<file path="src/rtl/mm_run_sequencer_if.sv">
// Command/status and core start/done bundle for mm_run_sequencer.
// The slave modport is the sequencer side; the master modport is the processor/core side.
interface mm_run_sequencer_if #(
  parameter int RUN_WIDTH   = 16,
  parameter int CYCLE_WIDTH = 32
);
  logic                   cmd_valid_i;
  logic                   cmd_ready_o;
  logic [RUN_WIDTH-1:0]   cmd_runs_i;
  logic                   abort_i;
  logic                   mm_start_o;
  logic                   mm_done_i;
  logic                   busy_o;
  logic                   done_o;
  logic                   error_o;
  logic [RUN_WIDTH-1:0]   runs_done_o;
  logic [CYCLE_WIDTH-1:0] cycles_o;

  modport slave (
    input  cmd_valid_i, cmd_runs_i, abort_i, mm_done_i,
    output cmd_ready_o, mm_start_o, busy_o, done_o, error_o, runs_done_o, cycles_o
  );

  modport master (
    output cmd_valid_i, cmd_runs_i, abort_i, mm_done_i,
    input  cmd_ready_o, mm_start_o, busy_o, done_o, error_o, runs_done_o, cycles_o
  );
endinterface

</file>
<file path="src/rtl/mm_run_sequencer.sv">
// Batch sequencer for the Montgomery multiplier: issues one start per completion,
// counts completions and busy cycles, and guards each run with a watchdog.
module mm_run_sequencer #(
  parameter int RUN_WIDTH   = 16,
  parameter int CYCLE_WIDTH = 32,
  parameter int TIMEOUT     = 4096
) (
  input  logic              clock_i,
  input  logic              reset_i,
  mm_run_sequencer_if.slave bus
);

  localparam int WD_W = (TIMEOUT > 1) ? $clog2(TIMEOUT) : 1;
  localparam logic [WD_W-1:0] WD_LAST = WD_W'((TIMEOUT > 0) ? TIMEOUT - 1 : 0);

  typedef enum logic [2:0] {
    S_IDLE, S_START, S_WAIT, S_GAP, S_DONE, S_ERROR
  } state_e;

  state_e                 state_q, state_d;
  logic [RUN_WIDTH-1:0]   remaining_q, remaining_d;
  logic [RUN_WIDTH-1:0]   runs_done_q, runs_done_d;
  logic [CYCLE_WIDTH-1:0] cycles_q, cycles_d;
  logic [WD_W-1:0]        wdog_q, wdog_d;
  logic                   error_q, error_d;
  logic                   busy;

  assign busy = (state_q == S_START) || (state_q == S_WAIT) || (state_q == S_GAP);

  always_ff @(posedge clock_i or negedge reset_i) begin
    if (!reset_i) begin
      state_q     <= S_IDLE;
      remaining_q <= '0;
      runs_done_q <= '0;
      cycles_q    <= '0;
      wdog_q      <= '0;
      error_q     <= 1'b0;
    end else begin
      state_q     <= state_d;
      remaining_q <= remaining_d;
      runs_done_q <= runs_done_d;
      cycles_q    <= cycles_d;
      wdog_q      <= wdog_d;
      error_q     <= error_d;
    end
  end

  always_comb begin
    state_d     = state_q;
    remaining_d = remaining_q;
    runs_done_d = runs_done_q;
    cycles_d    = cycles_q;
    wdog_d      = wdog_q;
    error_d     = error_q;

    if (busy && (cycles_q != '1)) cycles_d = cycles_q + CYCLE_WIDTH'(1);

    case (state_q)
      S_IDLE: begin
        if (bus.cmd_valid_i) begin
          runs_done_d = '0;
          cycles_d    = '0;
          error_d     = 1'b0;
          remaining_d = bus.cmd_runs_i;
          state_d     = (bus.cmd_runs_i == '0) ? S_DONE : S_START;
        end
      end
      S_START: begin
        wdog_d  = '0;
        state_d = bus.abort_i ? S_IDLE : S_WAIT;
      end
      S_WAIT: begin
        // Priority: abort, then completion, then watchdog expiry.
        if (bus.abort_i) begin
          state_d = S_IDLE;
        end else if (bus.mm_done_i) begin
          runs_done_d = runs_done_q + RUN_WIDTH'(1);
          remaining_d = remaining_q - RUN_WIDTH'(1);
          state_d     = (remaining_q == RUN_WIDTH'(1)) ? S_DONE : S_GAP;
        end else begin
          wdog_d = wdog_q + WD_W'(1);
          if ((TIMEOUT != 0) && (wdog_q == WD_LAST)) begin
            state_d = S_ERROR;
            error_d = 1'b1;
          end
        end
      end
      // One quiet cycle so the core sees start only after its done has dropped.
      S_GAP:   state_d = bus.abort_i ? S_IDLE : S_START;
      S_DONE:  state_d = S_IDLE;
      S_ERROR: state_d = S_IDLE;
      default: state_d = S_IDLE;
    endcase
  end

  assign bus.cmd_ready_o = (state_q == S_IDLE);
  assign bus.mm_start_o  = (state_q == S_START);
  assign bus.busy_o      = busy;
  assign bus.done_o      = (state_q == S_DONE);
  assign bus.error_o     = error_q;
  assign bus.runs_done_o = runs_done_q;
  assign bus.cycles_o    = cycles_q;

endmodule

</file>
<file path="src/flat_wrapper.sv">
// flat-port wrapper written by rule: the top's interface ports become plain ports
module mm_run_sequencer_flat 
#(
  parameter int RUN_WIDTH   = 16,
  parameter int CYCLE_WIDTH = 32,
  parameter int TIMEOUT     = 4096
)
  (clock_i, reset_i, bus_cmd_valid_i, bus_cmd_runs_i, bus_abort_i, bus_mm_done_i, bus_cmd_ready_o, bus_mm_start_o, bus_busy_o, bus_done_o, bus_error_o, bus_runs_done_o, bus_cycles_o);
  mm_run_sequencer_if #(.RUN_WIDTH(RUN_WIDTH), .CYCLE_WIDTH(CYCLE_WIDTH)) bus_i ();
  input  logic clock_i;
  input  logic reset_i;
  input wire logic [$bits(bus_i.cmd_valid_i)-1:0] bus_cmd_valid_i;
  input wire logic [$bits(bus_i.cmd_runs_i)-1:0] bus_cmd_runs_i;
  input wire logic [$bits(bus_i.abort_i)-1:0] bus_abort_i;
  input wire logic [$bits(bus_i.mm_done_i)-1:0] bus_mm_done_i;
  output wire logic [$bits(bus_i.cmd_ready_o)-1:0] bus_cmd_ready_o;
  output wire logic [$bits(bus_i.mm_start_o)-1:0] bus_mm_start_o;
  output wire logic [$bits(bus_i.busy_o)-1:0] bus_busy_o;
  output wire logic [$bits(bus_i.done_o)-1:0] bus_done_o;
  output wire logic [$bits(bus_i.error_o)-1:0] bus_error_o;
  output wire logic [$bits(bus_i.runs_done_o)-1:0] bus_runs_done_o;
  output wire logic [$bits(bus_i.cycles_o)-1:0] bus_cycles_o;
  assign bus_i.cmd_valid_i = bus_cmd_valid_i;
  assign bus_i.cmd_runs_i = bus_cmd_runs_i;
  assign bus_i.abort_i = bus_abort_i;
  assign bus_i.mm_done_i = bus_mm_done_i;
  assign bus_cmd_ready_o = bus_i.cmd_ready_o;
  assign bus_mm_start_o = bus_i.mm_start_o;
  assign bus_busy_o = bus_i.busy_o;
  assign bus_done_o = bus_i.done_o;
  assign bus_error_o = bus_i.error_o;
  assign bus_runs_done_o = bus_i.runs_done_o;
  assign bus_cycles_o = bus_i.cycles_o;
  mm_run_sequencer #(.RUN_WIDTH(RUN_WIDTH), .CYCLE_WIDTH(CYCLE_WIDTH), .TIMEOUT(TIMEOUT)) u_core (.clock_i(clock_i), .reset_i(reset_i), .bus(bus_i));
endmodule
</file>
<file path="config.mk">
export PLATFORM = sky130hd
export DESIGN_NAME = mm_run_sequencer_flat
export DESIGN_NICKNAME = d
export VERILOG_FILES = /design/src/rtl/mm_run_sequencer_if.sv /design/src/rtl/mm_run_sequencer.sv /design/src/flat_wrapper.sv
export SDC_FILE = /design/constraint.sdc
export NUM_CORES = 1
export LEC_CHECK = 0
export ABC_CLOCK_PERIOD_IN_PS = 4250
export CAP_MARGIN = 20
export CORE_MARGIN = 2
export CORE_UTILIZATION = 58
export DETAILED_ROUTE_END_ITERATION = 7
export PLACE_DENSITY = 0.83
export SLEW_MARGIN = 15
export SYNTH_ARGS = -nofsm -noshare
export SYNTH_HDL_FRONTEND = slang
export SYNTH_SLANG_ARGS = --single-unit
</file>
<file path="constraint.sdc">
create_clock -name clock_i -period 4.25 [get_ports clock_i]
set_input_delay 1.275 -clock clock_i [delete_from_list [all_inputs] [get_ports clock_i]]
set_output_delay 1.275 -clock clock_i [all_outputs]
set_load 0.01 [all_outputs]
</file>
## Yosys cells after proc, flatten, opt, wreduce, memory -nomap -nowiden

Cells that the tools add are included.

- $add $sub $neg: 4
- Eq/ne operators: 13
- Multiplexer cells: 28
- Reductions and logical operators: 11

Operator list:

| kind | number |
|---|---|
| 16-bit two-way mux | 6 |
| 32-bit two-way mux | 3 |
| 16-bit case mux with 2 select lines | 2 |
| 32-bit by 1-bit adder with 32-bit output, second input constant | 1 |
| 32-bit != test, second input constant | 1 |
| 12-bit two-way mux | 2 |
| 12-bit case mux with 2 select lines | 1 |
| 3-bit two-way mux | 6 |
| 16-bit by 1-bit adder with 16-bit output, second input constant | 1 |
| 16-bit by 1-bit == test with 1-bit output, second input constant | 1 |
| 16-bit zero test | 1 |
| 16-bit by 1-bit subtractor with 16-bit output, second input constant | 1 |
| 12-bit by 1-bit adder with 12-bit output, second input constant | 1 |
| 12-bit == test, second input constant | 1 |
| 3-bit case mux with 4 select lines | 1 |
| 2-bit != test, second input constant | 5 |
| 3-bit by 2-bit == test with 1-bit output, second input constant | 2 |
| 1-bit two-way mux | 5 |
| 5-bit AND reduction | 1 |
| 4-bit != test, second input constant | 1 |
| 4-bit AND reduction | 1 |
| 2-bit nonzero test | 2 |
| 3-bit by 1-bit == test with 1-bit output, second input constant | 1 |
| 3-bit == test, second input constant | 1 |
| 7 further kinds | 8 |

- Flip-flop bits (word level): 80
- Input bits: 21
- Output and inout bits: 53
- Logic and storage cells: 62

## Longest topological paths before layout

Gate-level depths: netlist (run 1).

- Depth in word-level cells: 7
- Depth in mapped cells: 8
- Depth with buffers taken out: 7

## Worst setup path after synthesis (run 1)

No wires, ideal clock.

- Path kind: input -> register
- Start point: in bus_mm_done_i
- End point: reg u_core.wdog_q[11]
- Library setup time: 0.120 ns
- Arrival time: 2.855 ns
- Data required time: 4.130 ns
- Path slack: 1.274 ns
- Stages on the path: 6
- Path buffers: 1
- Cells stage by stage: buf_6 -> or4b_4 -> a2111oi_4 -> or3b_1 -> xor2_1 -> nor2_1

- Longest elaborated chain between the ends: 2

Ends and longest elaborated chain:

| item | RTL line | text |
|---|---|---|
| from (decl) | flat_wrapper.sv:15 | `input wire logic [$bits(bus_i.mm_done_i)-1:0] bus_mm_done_i;` |
| 2-bit != test (no line) | n/a |  |
| 3-bit AND reduction (no line) | n/a |  |
| to (signal assigned) | mm_run_sequencer.sv:43 | `wdog_q <= wdog_d;` |
| to (decl) | mm_run_sequencer.sv:24 | `logic [WD_W-1:0] wdog_q, wdog_d;` |

Every way passes these cells.
A chain may end at the register's enable or synchronous reset.

## Worst setup path in the final report (run 1)

- Start point: reg u_core.state_q[2]
- End point: out bus_busy_o

- Longest elaborated chain between the ends: 3

Ends and longest elaborated chain:

| item | RTL line | text |
|---|---|---|
| from (decl) | mm_run_sequencer.sv:20 | `state_e state_q, state_d;` |
| from (signal assigned) | mm_run_sequencer.sv:39 | `state_q <= state_d;` |
| 3-bit by 1-bit == test with 1-bit output or 3-bit by 2-bit == test with 1-bit output (tied branches) | mm_run_sequencer.sv:28 | `assign busy = (state_q == S_START) \|\| (state_q == S_WAIT) \|\| (state_q == S_GAP);` |
| 1-bit logical OR | mm_run_sequencer.sv:28 |  |
| 1-bit logical OR * | mm_run_sequencer.sv:28 |  |
| to (decl) | flat_wrapper.sv:18 | `output wire logic [$bits(bus_i.busy_o)-1:0] bus_busy_o;` |

Mark *: on every way between the ends. The rest lies on a longest branch, timed or not.

==> impl_metrics.csv, run 1 <==
group,metric,value,unit
run,max-cap-violations,0,
clock_tree,cts.clk_slew.worst_paths,0.09,ns
synthesis,synth.mux.area_fraction,1.56,%
critical_path,max_stage_delay,0.66,ns
synthesis,synthAdderAreaFrac,1.37,%
die,row_count,32,
clock_tree,post_cts_buffers,0,
final_layout,regArea,2000,sq um
clock_tree,cts_root_buf,"clkbuf_8",
clock_tree,max-clock-path-buffers,2,
clock_tree,cts_inserted_buffers,9,
sta,min_period_over_period,78.5,%
die,dieArea,8610,sq um
clock_tree,htree_levels,3,
route,vias,4341,
synthesis,avgSynthCellArea,8.79,sq um
critical_path,path_buf_inv,2,
placement,port_buffers,73,
sta,rsz0062_at_grt,"no",
route,drt-pass1-iter-count,5,
sta,maxSlewViolCount,0,
synthesis,synth_edf_count,0,
critical_path,critPathCaptureType,"output pin",
sta,tns,0,ns
critical_path,critPathKind,"reg -> out",
final_layout,fillCellCount,585,
synthesis,yosys.area.top_type,"dfrtp_1",
sta,worst_slew_pin_slew,0.794,ns
route,wl,11.3,mm
critical_path,path_max_fanout,16,
pwr,power_frac_seq,43.7,%
pwr,clkPwrFrac,22.6,%
hold_path,hold_class,"reg -> reg",
sta,hold_viol,0,
final_layout,n_antenna_cell,0,
sta,setup_viol,0,
route,route.detailed.drc,0,
synthesis,synthesis.nets,546,
pwr,p_sw,0.933,mW
placement,place.gp.congestion,0.857,
route,vias_per_cell,6.25,
clock_tree,cts_tree,"yes",
sta,fin_worst_skew,0.0136,ns
route,drt_iter0_markers,264,
critical_path,cp-start-kind,"flip-flop",
grt,grt_pass1_wl,19.4,mm
critical_path,crit_family,"buffers and inverters",
clock_tree,clock_sinks,80,
pwr,intPower,1.40,mW
synthesis,syn_area,4570,sq um
clock_tree,clkLatencyLatePin,0.36,ns
critical_path,crit_chain,"o21bai_1 -> inv_1 -> clkdlybuf4s50_1",
route,routedWlPerCell,16.3,um
die,fp.dieH,92.8,um
critical_path,slowest_stage,"dfrtp_1",
sta,slew_headroom,47.0,%
synthesis,synth_top_area_share,43.8,%
grt,grt_overflow,0,
grt,gr-usage-all-layers,27.8,%
grt,antenna_found_initial,0,
synthesis,synth_top_family_by_area,"simple AND/OR/NAND/NOR gates",
clock_tree,cts-hold-fix-buffers,0,
synthesis,yosys_warnings,0,
placement,dp_hpwl,8.10,mm
die,core-area,7690,sq um
synthesis,synthCells,520,
outcome,status,"finished, final reports clean",
final_layout,final_util,72.6,%
synthesis,synth-xor-area-share,4.41,%
final_layout,nets,614,
synthesis,ys_seq_area_share,43.8,%
route,ant_nets,0,
die,fp.dieW,92.8,um
synthesis,synth_simple_gate_area_share,27.7,%
sta,fmax,300,MHz
synthesis,synth.area.top_cells,"dfrtp_1, a21oi_1, o21ai_0",
synthesis,ys_ff_latch,80,
grt,grt_max_degree,81,
final_layout,multiInputGateArea,2430,sq um
die,initial_core_util,59.5,%
pwr,sw_frac_of_total,39.9,%
clock_tree,post_cts_resized,0,
final_layout,final_layout_size_suffix_gt1_share,6.24,%
pwr,power_frac_comb,33.7,%
die,ioPinCount,74,
synthesis,ys_types,60,
synthesis,async_flop_share,100,%
pwr,vdd_drop_max,0.370,mV
critical_path,worstPathRequired,2.97,ns
grt,grt_pass1_vias,4141,
critical_path,crit_arrival,2.06,ns
sta,layout_min_cycle_time,3.34,ns
synthesis,synth_compound_area_share,18.0,%
pwr,leakagePower,2.18,nW
synthesis,synthFlopType,"dfrtp_1",
pwr,power_per_cell_area,419,nW/um^2
final_layout,area_growth,22.1,%
[final timing paths]
check / from / endpoint / slack (ns) / cells after the start
setup / recovery: u_core.state_q[2] / bus_busy_o / 0.91 / 3
hold / removal: u_core.remaining_q[11] / u_core.remaining_q[11] / 0.52 / 1
setup reg to reg: u_core.state_q[2] / u_core.bus.cycles_o[26] / 1.80 / 5
hold reg to reg: u_core.remaining_q[11] / u_core.remaining_q[11] / 0.52 / 1
max in group asynchronous: reset_i / u_core.bus.runs_done_o[0] / 2.83 / 2
min in group asynchronous: reset_i / u_core.bus.runs_done_o[11] / 0.82 / 1
[layout by cell type, fill, tap and decap left out, types with 10 or more instances in the layout]
master,netlist,final
or4_1,10,10
inv_1,12,12
nor2_1,50,50
nand2_1,43,43
dfrtp_1,80,80
nand3_1,33,33
xnor2_1,14,14
nand4_1,19,19
o21ai_0,39,39
a21oi_1,44,44
or3_1,17,17
clkdlybuf4s50_1,0,72
nor3_1,20,20
nor4_1,11,11
[cell usage after synthesis, types with 6 or more instances]
master,instances
nor3_1,20
o31ai_1,9
mux2i_1,6
or4_1,10
nand2_1,43
clkbuf_1,15
xnor2_1,14
nand4_1,19
or3_1,17
xor2_1,9
nor2_1,50
inv_1,12
nor4_1,11
dfrtp_1,80
o21ai_0,39
nand3_1,33
a21oi_1,44
and3_1,6
[power by group through the flow]
stage               clock [mW]  sequential [mW]  combinational, mW
floorplan                    0            0.988              0.530
global placement             0             1.02              0.743
detailed placement           0             1.03              0.776
CTS                      0.534             1.02              0.779
global route             0.572             1.05              0.877
finish                   0.528             1.02              0.786
[state kept, by name, summed over array words and instances (netlist names)]
register and flops:
u_core.bus.error_o 1, u_core.bus.cycles_o 32, u_core.remaining_q 16, u_core.wdog_q 12, u_core.state_q 3, u_core.bus.runs_done_o 16
[cell type report]
type | instances | area share, %
Inverter | 12 | 0.807
Clock buffer | 9 | 2.22
Sequential cell | 80 | 35.9
Tap cell | 102 | 2.29
Timing Repair Buffer | 80 | 14.3
Multi-Input combinational cell | 405 | 43.5
Clock inverter | 7 | 0.964
[stage by stage]
stage          setup slack, ns  instance area (sq um)  total power [mW]  hold slack (ns)  std cells
5_1_grt                  0.772                   5580              2.49            0.549        695
6_report                 0.913                   5580              2.34            0.522        695
4_1_cts                  0.927                   5550              2.33            0.520        694
3_5_place_dp             0.703                   5380              1.81            0.496        678
3_3_place_gp             0.760                   5380              1.77            0.493        678
2_1_floorplan             1.27                   4570              1.52            0.471        520
[routing by layer]
| layer | global-route usage, % | part of all wire (%) | vias to the layer above |
|---|---|---|---|
| li1 | - | - | 2080 |
| met2 | 46.0 | 49 | 167 |
| met4 | 8.21 | 1.1 | 0 |
| met3 | 6.02 | 6.0 | 14 |
| met1 | 37.0 | 43 | 2080 |
| met5 | 0 | 0 | - |
[cell families (layout without fill, tap and decap cells)]
logic type,Yosys count,count (layout)
AOI/OAI and AO/OA,132,132
xor gates and xnor gates,23,23
adders and majority gates,5,5
buffers and inverters,35,108
DFF,80,80
muxes,7,7
and+or+nand+nor,238,238
(Power assumes the default switching activity.)
==> run 2, diff against run 1 <==
- ABC_CLOCK_PERIOD_IN_PS: 4250 -> 3400
- CORE_UTILIZATION: 58 -> 54
- PLACE_DENSITY: 0.83 -> 0.78
- clock period: 4.25 -> 3.4 ns (I/O delays scaled with it)
==> impl_metrics.csv, run 2 (same netlist as run 1, synthesis figures left out) <==
group,metric,value,unit
placement,place.gp.congestion,0.867,
placement,port_buffers,73,
die,ioPinCount,74,
grt,gr-usage-all-layers,25.2,%
final_layout,fin_area,5650,sq um
sta,worst_slew_pin_slew,0.953,ns
clock_tree,post_cts_buffers,0,
clock_tree,clkLatencyLatePin,0.36,ns
sta,maxSlewViolCount,0,
pwr,sw_frac_of_total,37.4,%
sta,setup_viol,0,
pwr,clkPwrFrac,26.5,%
critical_path,critPathCaptureType,"output pin",
route,drt-pass1-iter-count,4,
pwr,p_total,3.08,mW
clock_tree,cts_inserted_buffers,9,
die,core-area,8220,sq um
pwr,power_per_cell_area,545,nW/um^2
pwr,p_sw,1.15,mW
final_layout,largest_reg_flops,32,
placement,dp_hpwl,7.85,mm
route,routedWlPerCell,15.9,um
final_layout,area_growth,23.6,%
critical_path,path_max_fanout,16,
critical_path,r2r-start,"u_core.state_q[2]",
route,drt_iter0_markers,179,
grt,grt_pass1_wl,18.2,mm
grt,grt_max_degree,81,
final_layout,multiInputGateArea,2430,sq um
clock_tree,post_cts_resized,0,
grt,grt_overflow,0,
sta,fmax,320,MHz
sta,slew_headroom,36.2,%
die,row_count,33,
critical_path,crit_arrival,2.11,ns
hold_path,whs_path_depth,2,
clock_tree,htree_levels,3,
critical_path,worstPathRequired,2.38,ns
placement,post_dp_cell_area,5390,sq um
hold_path,hold_path_end,"u_core.bus.error_o",
clock_tree,max-clock-path-buffers,2,
final_layout,final_layout_size_suffix_gt1_share,6.24,%
die,dieArea,9220,sq um
critical_path,reg2reg_slack,0.91,ns
route,route.detailed.drc,0,
final_layout,final_cell_mix,"dfrtp_1, clkdlybuf4s50_1, nor2_1",
final_layout,n_antenna_cell,0,
final_layout,final_common_cell,"dfrtp_1",
sta,rsz0062_at_grt,"no",
clock_tree,cts.clk_slew.worst_paths,0.09,ns
pwr,intPower,1.93,mW
grt,grt_pass1_vias,3813,
hold_path,min-delay-start,"u_core.bus.error_o",
final_layout,nets,614,
sta,layout_min_cycle_time,3.13,ns
clock_tree,cts_root_buf,"clkbuf_8",
die,initial_core_util,55.6,%
final_layout,fillCellCount,666,
pwr,leakagePower,2.22,nW
placement,placed_cells,681,
critical_path,cp-start-kind,"flip-flop",
pwr,vdd_drop_max,0.412,mV
pwr,power_frac_seq,41.5,%
final_layout,finalNonFillerCells,698,
die,fp.dieW,96,um
outcome,status,"finished, final reports clean",
grt,antenna_found_initial,0,
route,vias,4268,
clock_tree,cts-hold-fix-buffers,0,
final_layout,regArea,2000,sq um
pwr,power_frac_comb,32.0,%
clock_tree,clock_sinks,80,
sta,tns,0,ns
sta,fin_worst_skew,0.0151,ns
run,max-cap-violations,0,
die,fp.dieH,96,um
route,vias_per_cell,6.11,
route,wl_met2,5.50,mm
sta,whs,0.520,ns
critical_path,critPathKind,"reg -> out",
route,ant_nets,0,
route,wl,11.1,mm
route,wl_met1,4.96,mm
critical_path,reg2reg_to,"u_core.bus.cycles_o[15]",
sta,min_period_over_period,92.0,%
critical_path,worst-r2r-cell-count,6,
clock_tree,cts_tree,"yes",
sta,hold_viol,0,
route,highest_layer,"met4",
route,wl_met3,615,um
hold_path,hold_class,"reg -> reg",
run 2: cell count changes in the layout (fill, tap and decap cells not counted), sizes merged:
| cell | delta |
|---|---|
| bufinv | +2 |
| inv | -2 |
| clkinv | +2 |
| clkinvlp | -3 |
| clkbuf | +1 |
run 2: critical path: stages (launching register included):
cell             delay [ns]
dfrtp_1                0.70
o21bai_1               0.33
inv_1                  0.21
clkdlybuf4s50_1        0.52
run 2: metrics by stage:
| step | setup WS, ns | utilization, % |
|---|---|---|
| after global routing | 0.163 | 68.8 |
| final | 0.271 | 68.8 |
| after floorplan | 0.679 | - |
| after detailed placement | 0.130 | 65.6 |
| after CTS | 0.289 | 68.4 |
| after global placement | 0.201 | 65.6 |
run 2: worst max-delay path by stage:
| stage | startpoint | endpoint | slack [ns] |
|---|---|---|---|
| after floorplan | bus_mm_done_i | u_core.wdog_q[11] | 0.68 |
| after global placement | bus_abort_i | u_core.wdog_q[11] | 0.20 |
| after detailed placement | bus_abort_i | u_core.wdog_q[11] | 0.13 |
| after CTS | u_core.state_q[2] | bus_busy_o | 0.29 |
| after global routing | u_core.state_q[2] | bus_busy_o | 0.16 |
| final | u_core.state_q[2] | bus_busy_o | 0.27 |
run 2: per-layer routing:
layer / global-route usage (%) / vias up
met2: 42.0 / 124
met4: 5.95 / 0
met5: 0 / -
met1: 33.9 / 2064
met3: 5.01 / 6
li1: - / 2074
run 2: final cells by class:
type | instances | area share (%)
clock buffer | 10 | 2.44
clock inverter | 6 | 1.62
inverter | 12 | 0.797
multi-input combinational | 405 | 43.0
sequential | 80 | 35.4
tap | 105 | 2.33
timing repair buffer | 80 | 14.4
run 2: power by group through the flow:
stage               Clock [mW]  Sequential, mW  Combinational [mW]
finish                   0.816            1.28               0.986
detailed placement           0            1.29               0.978
CTS                      0.830            1.27               0.983
global placement             0            1.28               0.952
floorplan                    0            1.23               0.663
global route             0.864            1.31                1.11
